==> src/rtl/sloth_program_executor.sv <==
// Sequential evaluator for encoded sloth_pid register programs: loads four operands,
// executes one streamed instruction per cycle on r0..r3 and returns the final registers.
module sloth_program_executor #(
    parameter int DATA_W    = 16,
    parameter int MAX_INSTR = 64,
    parameter int CNT_W     = 7
) (
    input  logic              clk,
    input  logic              rst_n,
    input  logic              start,
    input  logic [DATA_W-1:0] a1,
    input  logic [DATA_W-1:0] a0,
    input  logic [DATA_W-1:0] b1,
    input  logic [DATA_W-1:0] b0,
    input  logic              instr_valid,
    input  logic [7:0]        instr,
    output logic              instr_ready,
    output logic              busy,
    output logic              out_valid,
    input  logic              out_ready,
    output logic              overflow,
    output logic [DATA_W-1:0] y3,
    output logic [DATA_W-1:0] y2,
    output logic [DATA_W-1:0] y1,
    output logic [DATA_W-1:0] y0
);

    typedef enum logic [1:0] {IDLE, LOAD, EXEC, DONE} state_t;
    typedef enum logic [2:0] {
        OP_XOR, OP_AND, OP_OR, OP_LNOT, OP_MOV, OP_BNOT, OP_NOP, OP_END
    } opcode_t;

    state_t            state;
    logic [DATA_W-1:0] regs [4];
    logic [DATA_W-1:0] nxt  [4];
    logic [DATA_W-1:0] op_a1, op_a0, op_b1, op_b0;
    logic [CNT_W-1:0]  cnt;

    opcode_t           op;
    logic [1:0]        dst;
    logic [2:0]        src;
    logic [DATA_W-1:0] src_val;
    logic [DATA_W-1:0] dst_val;
    logic [DATA_W-1:0] result;
    logic              last_slot;

    assign op        = opcode_t'(instr[7:5]);
    assign dst       = instr[4:3];
    assign src       = instr[2:0];
    assign last_slot = (cnt == CNT_W'(MAX_INSTR - 1));

    // Next register file for the presented instruction; reads use pre-instruction values.
    always_comb begin
        src_val = '0;
        case (src)
            3'd0: src_val = regs[0];
            3'd1: src_val = regs[1];
            3'd2: src_val = regs[2];
            3'd3: src_val = regs[3];
            3'd4: src_val = op_a0;
            3'd5: src_val = op_a1;
            3'd6: src_val = op_b0;
            default: src_val = op_b1;
        endcase
        dst_val = regs[dst];
        result  = dst_val;
        case (op)
            OP_XOR:  result = dst_val ^ src_val;
            OP_AND:  result = dst_val & src_val;
            OP_OR:   result = dst_val | src_val;
            OP_LNOT: result = (src_val == '0) ? DATA_W'(1) : '0;
            OP_MOV:  result = src_val;
            OP_BNOT: result = ~src_val;
            default: result = dst_val;
        endcase
        for (int i = 0; i < 4; i++) begin
            nxt[i] = (dst == 2'(i)) ? result : regs[i];
        end
    end

    always_ff @(posedge clk or negedge rst_n) begin
        if (!rst_n) begin
            state       <= IDLE;
            for (int i = 0; i < 4; i++) regs[i] <= '0;
            op_a1       <= '0;
            op_a0       <= '0;
            op_b1       <= '0;
            op_b0       <= '0;
            cnt         <= '0;
            y3          <= '0;
            y2          <= '0;
            y1          <= '0;
            y0          <= '0;
            instr_ready <= 1'b0;
            busy        <= 1'b0;
            out_valid   <= 1'b0;
            overflow    <= 1'b0;
        end else begin
            case (state)
                IDLE: begin
                    if (start) begin
                        op_a1 <= a1;
                        op_a0 <= a0;
                        op_b1 <= b1;
                        op_b0 <= b0;
                        busy  <= 1'b1;
                        state <= LOAD;
                    end
                end
                LOAD: begin
                    regs[0]     <= op_a0;
                    regs[1]     <= op_a1;
                    regs[2]     <= op_b0;
                    regs[3]     <= op_b1;
                    cnt         <= '0;
                    instr_ready <= 1'b1;
                    state       <= EXEC;
                end
                EXEC: begin
                    if (instr_valid) begin
                        if (op == OP_END) begin
                            y3          <= regs[3];
                            y2          <= regs[2];
                            y1          <= regs[1];
                            y0          <= regs[0];
                            overflow    <= 1'b0;
                            out_valid   <= 1'b1;
                            instr_ready <= 1'b0;
                            state       <= DONE;
                        end else begin
                            for (int i = 0; i < 4; i++) regs[i] <= nxt[i];
                            cnt <= cnt + CNT_W'(1);
                            // The budget-exhausting instruction still lands in the outputs.
                            if (last_slot) begin
                                y3          <= nxt[3];
                                y2          <= nxt[2];
                                y1          <= nxt[1];
                                y0          <= nxt[0];
                                overflow    <= 1'b1;
                                out_valid   <= 1'b1;
                                instr_ready <= 1'b0;
                                state       <= DONE;
                            end
                        end
                    end
                end
                DONE: begin
                    if (out_ready) begin
                        out_valid <= 1'b0;
                        overflow  <= 1'b0;
                        busy      <= 1'b0;
                        state     <= IDLE;
                    end
                end
                default: state <= IDLE;
            endcase
        end
    end

endmodule
==> config.mk <==
export PLATFORM = sky130hd
export DESIGN_NAME = sloth_program_executor
export DESIGN_NICKNAME = d
export VERILOG_FILES = /design/src/rtl/sloth_program_executor.sv
export SDC_FILE = /design/constraint.sdc
export NUM_CORES = 1
export LEC_CHECK = 0
export BUFFER_PORTS_ARGS = -buffer_cell sky130_fd_sc_hd__buf_4
export CAP_MARGIN = 20
export CORE_ASPECT_RATIO = 0.6
export CORE_MARGIN = 2
export CORE_UTILIZATION = 45
export CTS_BUF_LIST = sky130_fd_sc_hd__clkbuf_4 sky130_fd_sc_hd__clkbuf_8 sky130_fd_sc_hd__clkbuf_16
export CTS_CLUSTER_DIAMETER = 200
export DETAILED_ROUTE_END_ITERATION = 10
export PLACE_DENSITY = 0.61
export RECOVER_POWER = 50
export SYNTH_ARGS = -nofsm -noshare
export SYNTH_HDL_FRONTEND = slang
export SYNTH_SLANG_ARGS = --single-unit
==> constraint.sdc <==
create_clock -name clk -period 2.63 [get_ports clk]
set_input_delay 0.6575 -clock clk [delete_from_list [all_inputs] [get_ports clk]]
set_output_delay 0.6575 -clock clk [all_outputs]
set_load 0.1 [all_outputs]
Word-level counts from Yosys, hierarchy flattened --
Cells that the tools add are included.
Cells by class: add/subtract/negate cells 1, $lt $le $gt $ge 1, eq/ne operators 24, muxes and demuxes 44, bitwise gates (word level) 5, reduce and logical (&&, ||, !) cells 16
Operators by type and width (number):
- two-way mux 16 bit | 14
- two-way mux 64 bit | 2
- one-hot mux 64 bit (2 select lines) | 1
- one-hot mux 16 bit (7 select lines) | 1
- one-hot mux 16 bit (6 select lines) | 1
- binary-select mux 16 bit (select 2 bit) | 1
- equality test 3 bit, second input constant | 6
- AND 16 bit | 1
- zero test 16 bit | 1
- NOT 16 bit | 1
- bitwise OR 16 bit | 1
- XOR 16 bit | 1
- two-way mux 7 bit | 2
- one-hot mux 7 bit (2 select lines) | 1
- equality test 3 x 2 -> 1 bit, second input constant | 4
- AND reduction 3 bit | 4
- two-way mux 1 bit | 11
- two-way mux 2 bit | 5
- equality test 2 bit, second input constant | 4
- inequality test 2 bit, second input constant | 4
- one-hot mux 1 bit (2 select lines) | 4
- one-hot mux 2 bit (4 select lines) | 1
- AND reduction 4 bit | 2
- nonzero test 2 bit | 4
- 10 further kinds | 14
Word-level totals: flip-flop bits (word level) 205, input bits 77, output and inout bits 68, word-level logic and storage cells 109

Longest topological paths before layout --
depth after elaboration 10, gate-level depth with buffers 16, depth with buffers taken out 13

Worst setup path before layout --
Ideal clock, no wire load.
kind in2reg, start in instr[3], end reg y0[0], setup time 0.137 ns, data arrival time 2.949 ns, required time 2.493 ns, path slack -0.457 ns, cell stages on the path 12, path through buf_4 -> clkbuf_1 -> mux4_2 -> inv_1 -> ha_1 -> mux2i_1 -> nor3_1 -> a21oi_1 -> o211ai_1 -> a41o_2 -> a22oi_1 -> a21oi_1
Between the ends: longest elaborated chain between the ends 9
Ends and longest elaborated chain:
- start, declared | line 16 | input logic [7:0] instr,
- NOT 2 -> 3 bit (implied by the code) | line 65 | dst_val = regs[dst];
- binary-select mux 16 bit (select 2 bit) | line 65
- two-way mux 16 bit (implied by the code) (2 in series) | line 65
- bitwise OR 16 bit, or another cell as far along | line 70 | OP_OR: result = dst_val | src_val;
- one-hot mux 16 bit (6 select lines) | line 67 | case (op)
- two-way mux 16 bit (*) | line 77 | nxt[i] = (dst == 2'(i)) ? result : regs[i];
- two-way mux 16 bit (*) | line 134 | if (last_slot) begin
- two-way mux 16 bit (*) | line 121 | if (op == OP_END) begin
- end signal, assigned | line 125 | y0 <= regs[0];
- end signal, assigned | line 138 | y0 <= nxt[0];
- end, declared | line 25 | output logic [DATA_W-1:0] y0
Mark *: on every way between the ends. The rest lies on a longest branch, timed or not. The select of a mux whose other input is x is not followed. A chain may end at the register's enable or synchronous reset.

Worst setup path in the final report --
start in instr[0], end reg regs[0] in the netlist's numbering
Between the ends: longest elaborated chain between the ends 9
Ends and longest elaborated chain:
- equality test 3 bit, or another cell as far along | line 55 | case (src)
- one-hot mux 16 bit (7 select lines) (*) | line 55
- zero test 16 bit | line 71 | OP_LNOT: result = (src_val == '0) ? DATA_W'(1) : '0;
- two-way mux 1 bit | line 71
- one-hot mux 16 bit (6 select lines) (*) | line 67
- two-way mux 16 bit (*) | line 77
- two-way mux 64 bit (*) | line 121
- two-way mux 64 bit (*) | line 120 | if (instr_valid) begin
- one-hot mux 64 bit (2 select lines) (*) | line 99 | case (state)
- end, declared | line 34 | logic [DATA_W-1:0] regs [4];
Marked as above.

==> impl_metrics.tcl <==
set metrics [dict create \
    syn_area_um2 11600 \
    ff2ff_setup_slack_ns 0.08 \
    synth_area_leaders "dfrtp_1 44%, a21oi_1 6.5%, mux2_2 6.5%, o22ai_1 4.3%, ha_1 4.0%" \
    worst_pin_slew_ns 2.03 \
    core_um2 25300 \
    grt_pass1_wl_mm 63.5 \
    drive_above_1_share 0.351 \
    hold_path.class "input port to flip-flop" \
    startpoint_type "input port" \
    utilization 0.590 \
    ys_warn_count 0 \
    wl_mm 42.5 \
    yosys-top-cells-count "205 x dfrtp_1, 151 x a21oi_1, 79 x o22ai_1" \
    cp_slowest_cell "a41o_2" \
    cp.required_ns 3.08 \
    yosysMostFrequentCell "dfrtp_1" \
    initial_core_util 0.458 \
    dieHeight_um 128 \
    dp.cells 1695 \
    clock.fmax_mhz 388 \
    status "finished with violations" \
    antenna-diode-count 0 \
    ant_nets 0 \
    synth_edf_count 0 \
    syn_to_final_growth_pct 28.8 \
    wl_per_cell_um 24.5 \
    nFillCells 2197 \
    grt_max_degree 70 \
    max-slew-margin-rel -0.352 \
    numCtsBuffers 21 \
    synthArstFlopShare 1.00 \
    crit_end "regs[0]" \
    power.density_nw_per_um2 1430 \
    num_io_pins 145 \
    reg2regPathDepth 14 \
    fin_tns_setup_ns 0 \
    synth_cells 1155 \
    postCtsHoldBufs 0 \
    die-area_um2 27100 \
    vias 10549 \
    power_leakage_nw 6.90 \
    cpMostUsedCell "buf_4" \
    startpoint "instr[0]" \
    peakVddDrop_mv 0.847 \
    rows 45 \
    setup_viol 0 \
    finalCritPeriodShare 0.979 \
    yosysTopAreaCell "dfrtp_1" \
    slew_violations 68 \
    finalWeightedCongestion 0.969 \
    dr.first_iter.drc_count 1358 \
    antenna_found_initial 0 \
    cp_data_arrival_time_ns 3.02 \
    root_buffer "clkbuf_16" \
    nNetsFinal 1509 \
    hpwl_mm 31.3 \
    grt.total_usage 0.314 \
    grt_pass1_vias 9743 \
    die_w_um 211 \
    cts.sinks 205 \
    cpPeakStageDelay_ns 0.36 \
    finalCriticalPeriod_ns 2.58 \
    p_total_mw 21.4 \
    htreeDepth 1 \
    worstSetupPathType "input port to flip-flop" \
    yosys_most_used_dff "dfrtp_1" \
    clock_path_buffers 3 \
    crit_path_end_kind "flip-flop" \
    overflow 0 \
    syn_nets 1269 \
    maxCapViolCount 1 \
    violations "capacitance limit, slew limit" \
    clkSlewWorstSetupHoldPaths_ns 0.07 \
    synth_top_area_frac 0.442 \
    clk_latency_ns 0.52 \
    ys_ff_latch 205 \
    rr_startpoint "regs[16]" \
    avgSynthCellArea_um2 10.1 \
    cp_max_fo 9 \
    yosysUniqueCellTypes 73 \
    r2r-end "regs[32]" \
    fin_skew_ns 0.0125 \
    drc 0 \
    holdWs_ns 0.370 \
    via_per_inst 6.07 \
    ys_seq_area_frac 0.442 \
    cts_tree "yes" \
    hold_viol 0 \
    min_path_cells 2 \
    firstDrtPassIters 5 \
    crit_chain "buf_4 > nand2b_1 > buf_4 > a21oi_1 > a211o_1 > a41oi_2 > buf_4 > nor4_2 > a41o_2 > o21ai_4 > a21oi_2" \
    fin_cells 1737 \
    io_buffer_count 144 \
]
==> power breakdown <==
part           switching, mW  internal, mW  total [mW]
logic                   7.97          4.09        12.1
registers               1.70          4.73        6.43
clock network           1.30          1.66        2.96
==> through the flow <==
stage,instance area (um^2),setup WS [ns]
3_3_place_gp,14100,-0.448
2_1_floorplan,11800,-0.176
6_report,15000,0.0546
5_1_grt,15000,-0.0383
4_1_cts,14800,0.0337
3_5_place_dp,14100,-0.536
==> what timing repair did <==
item,in CTS,in global routing
cloned,0,1
setup buffers,0,6
setup endpoints to repair,2,77
pin swaps,0,10
resized for setup,3,23
==> critical path, delay by kind of cell <==
family | cells | cell delay, ns
buffers and inverters | 3 | 0.55
AND/OR/NAND/NOR | 2 | 0.52
AO/OA/AOI/OAI | 6 | 1.29
==> registers in the layout (all words and copies together), names as in the netlist <==
register,flops
op_b0,16
op_a0,16
overflow,1
y0,16
y1,16
instr_ready,1
out_valid,1
state,2
y3,16
y2,16
op_b1,16
cnt,7
busy,1
op_a1,16
regs,64
==> layout by cell type (no fill, tap or decap), drive strengths merged, types with 5 or more instances in the layout <==
master  count
clkbuf     38
o31ai      13
nand3b      6
nor2b      16
mux2i      24
mux2       69
a21oi     156
a211oi      9
nand2b     13
mux4       17
nand2      58
o21ai      86
dfrtp     205
a21o       12
o21a        5
nor2       56
and3       50
o211ai     20
a22oi       6
a211o       5
inv        46
or2         6
nand3      19
buf       299
o22ai      79
xor2        5
ha         37
nor3        7
==> layout make-up <==
type | instances | area (um^2) | area share
Multi-Input combinational cell | 815 | 6030 | 0.403
Sequential cell | 205 | 5130 | 0.343
Timing Repair Buffer | 306 | 2540 | 0.170
Clock buffer | 31 | 632 | 0.0422
Tap cell | 329 | 412 | 0.0275
Inverter | 46 | 173 | 0.0115
Clock inverter | 5 | 31.3 | 0.00209
==> worst min-delay path by stage <==
stage	start	end	slack, ns
2_1_floorplan	rst_n	busy	0.36
3_3_place_gp	y1[3]	y1[3]	0.47
3_5_place_dp	y1[3]	y1[3]	0.47
4_1_cts	rst_n	op_a0[2]	0.19
5_1_grt	a1[6]	op_a1[6]	0.36
6_report	b1[11]	op_b1[11]	0.37
==> per-layer routing <==
| layer | track usage | share of wire | up-vias | routed length, um |
|---|---|---|---|---|
| li1 | - | - | 4752 | - |
| met3 | 0.126 | 0.15 | 31 | 6310 |
| met1 | 0.519 | 0.48 | 5156 | 20600 |
| met4 | 0.0398 | 0.0097 | 0 | 414 |
| met5 | 0 | 0 | - | 0 |
| met2 | 0.375 | 0.36 | 610 | 15300 |
==> cells by family after synthesis <==
| family | count (synthesis) | share of synthesized area |
|---|---|---|
| AOI/OAI and AO/OA | 416 | 0.230 |
| xor gates and xnor gates | 6 | 0.00453 |
| adders and majority gates | 37 | 0.0399 |
| buffers and inverters | 135 | 0.0524 |
| DFF | 205 | 0.442 |
| muxes | 110 | 0.121 |
| and+or+nand+nor | 246 | 0.111 |
Note: power is estimated with default switching activity, not from simulation.
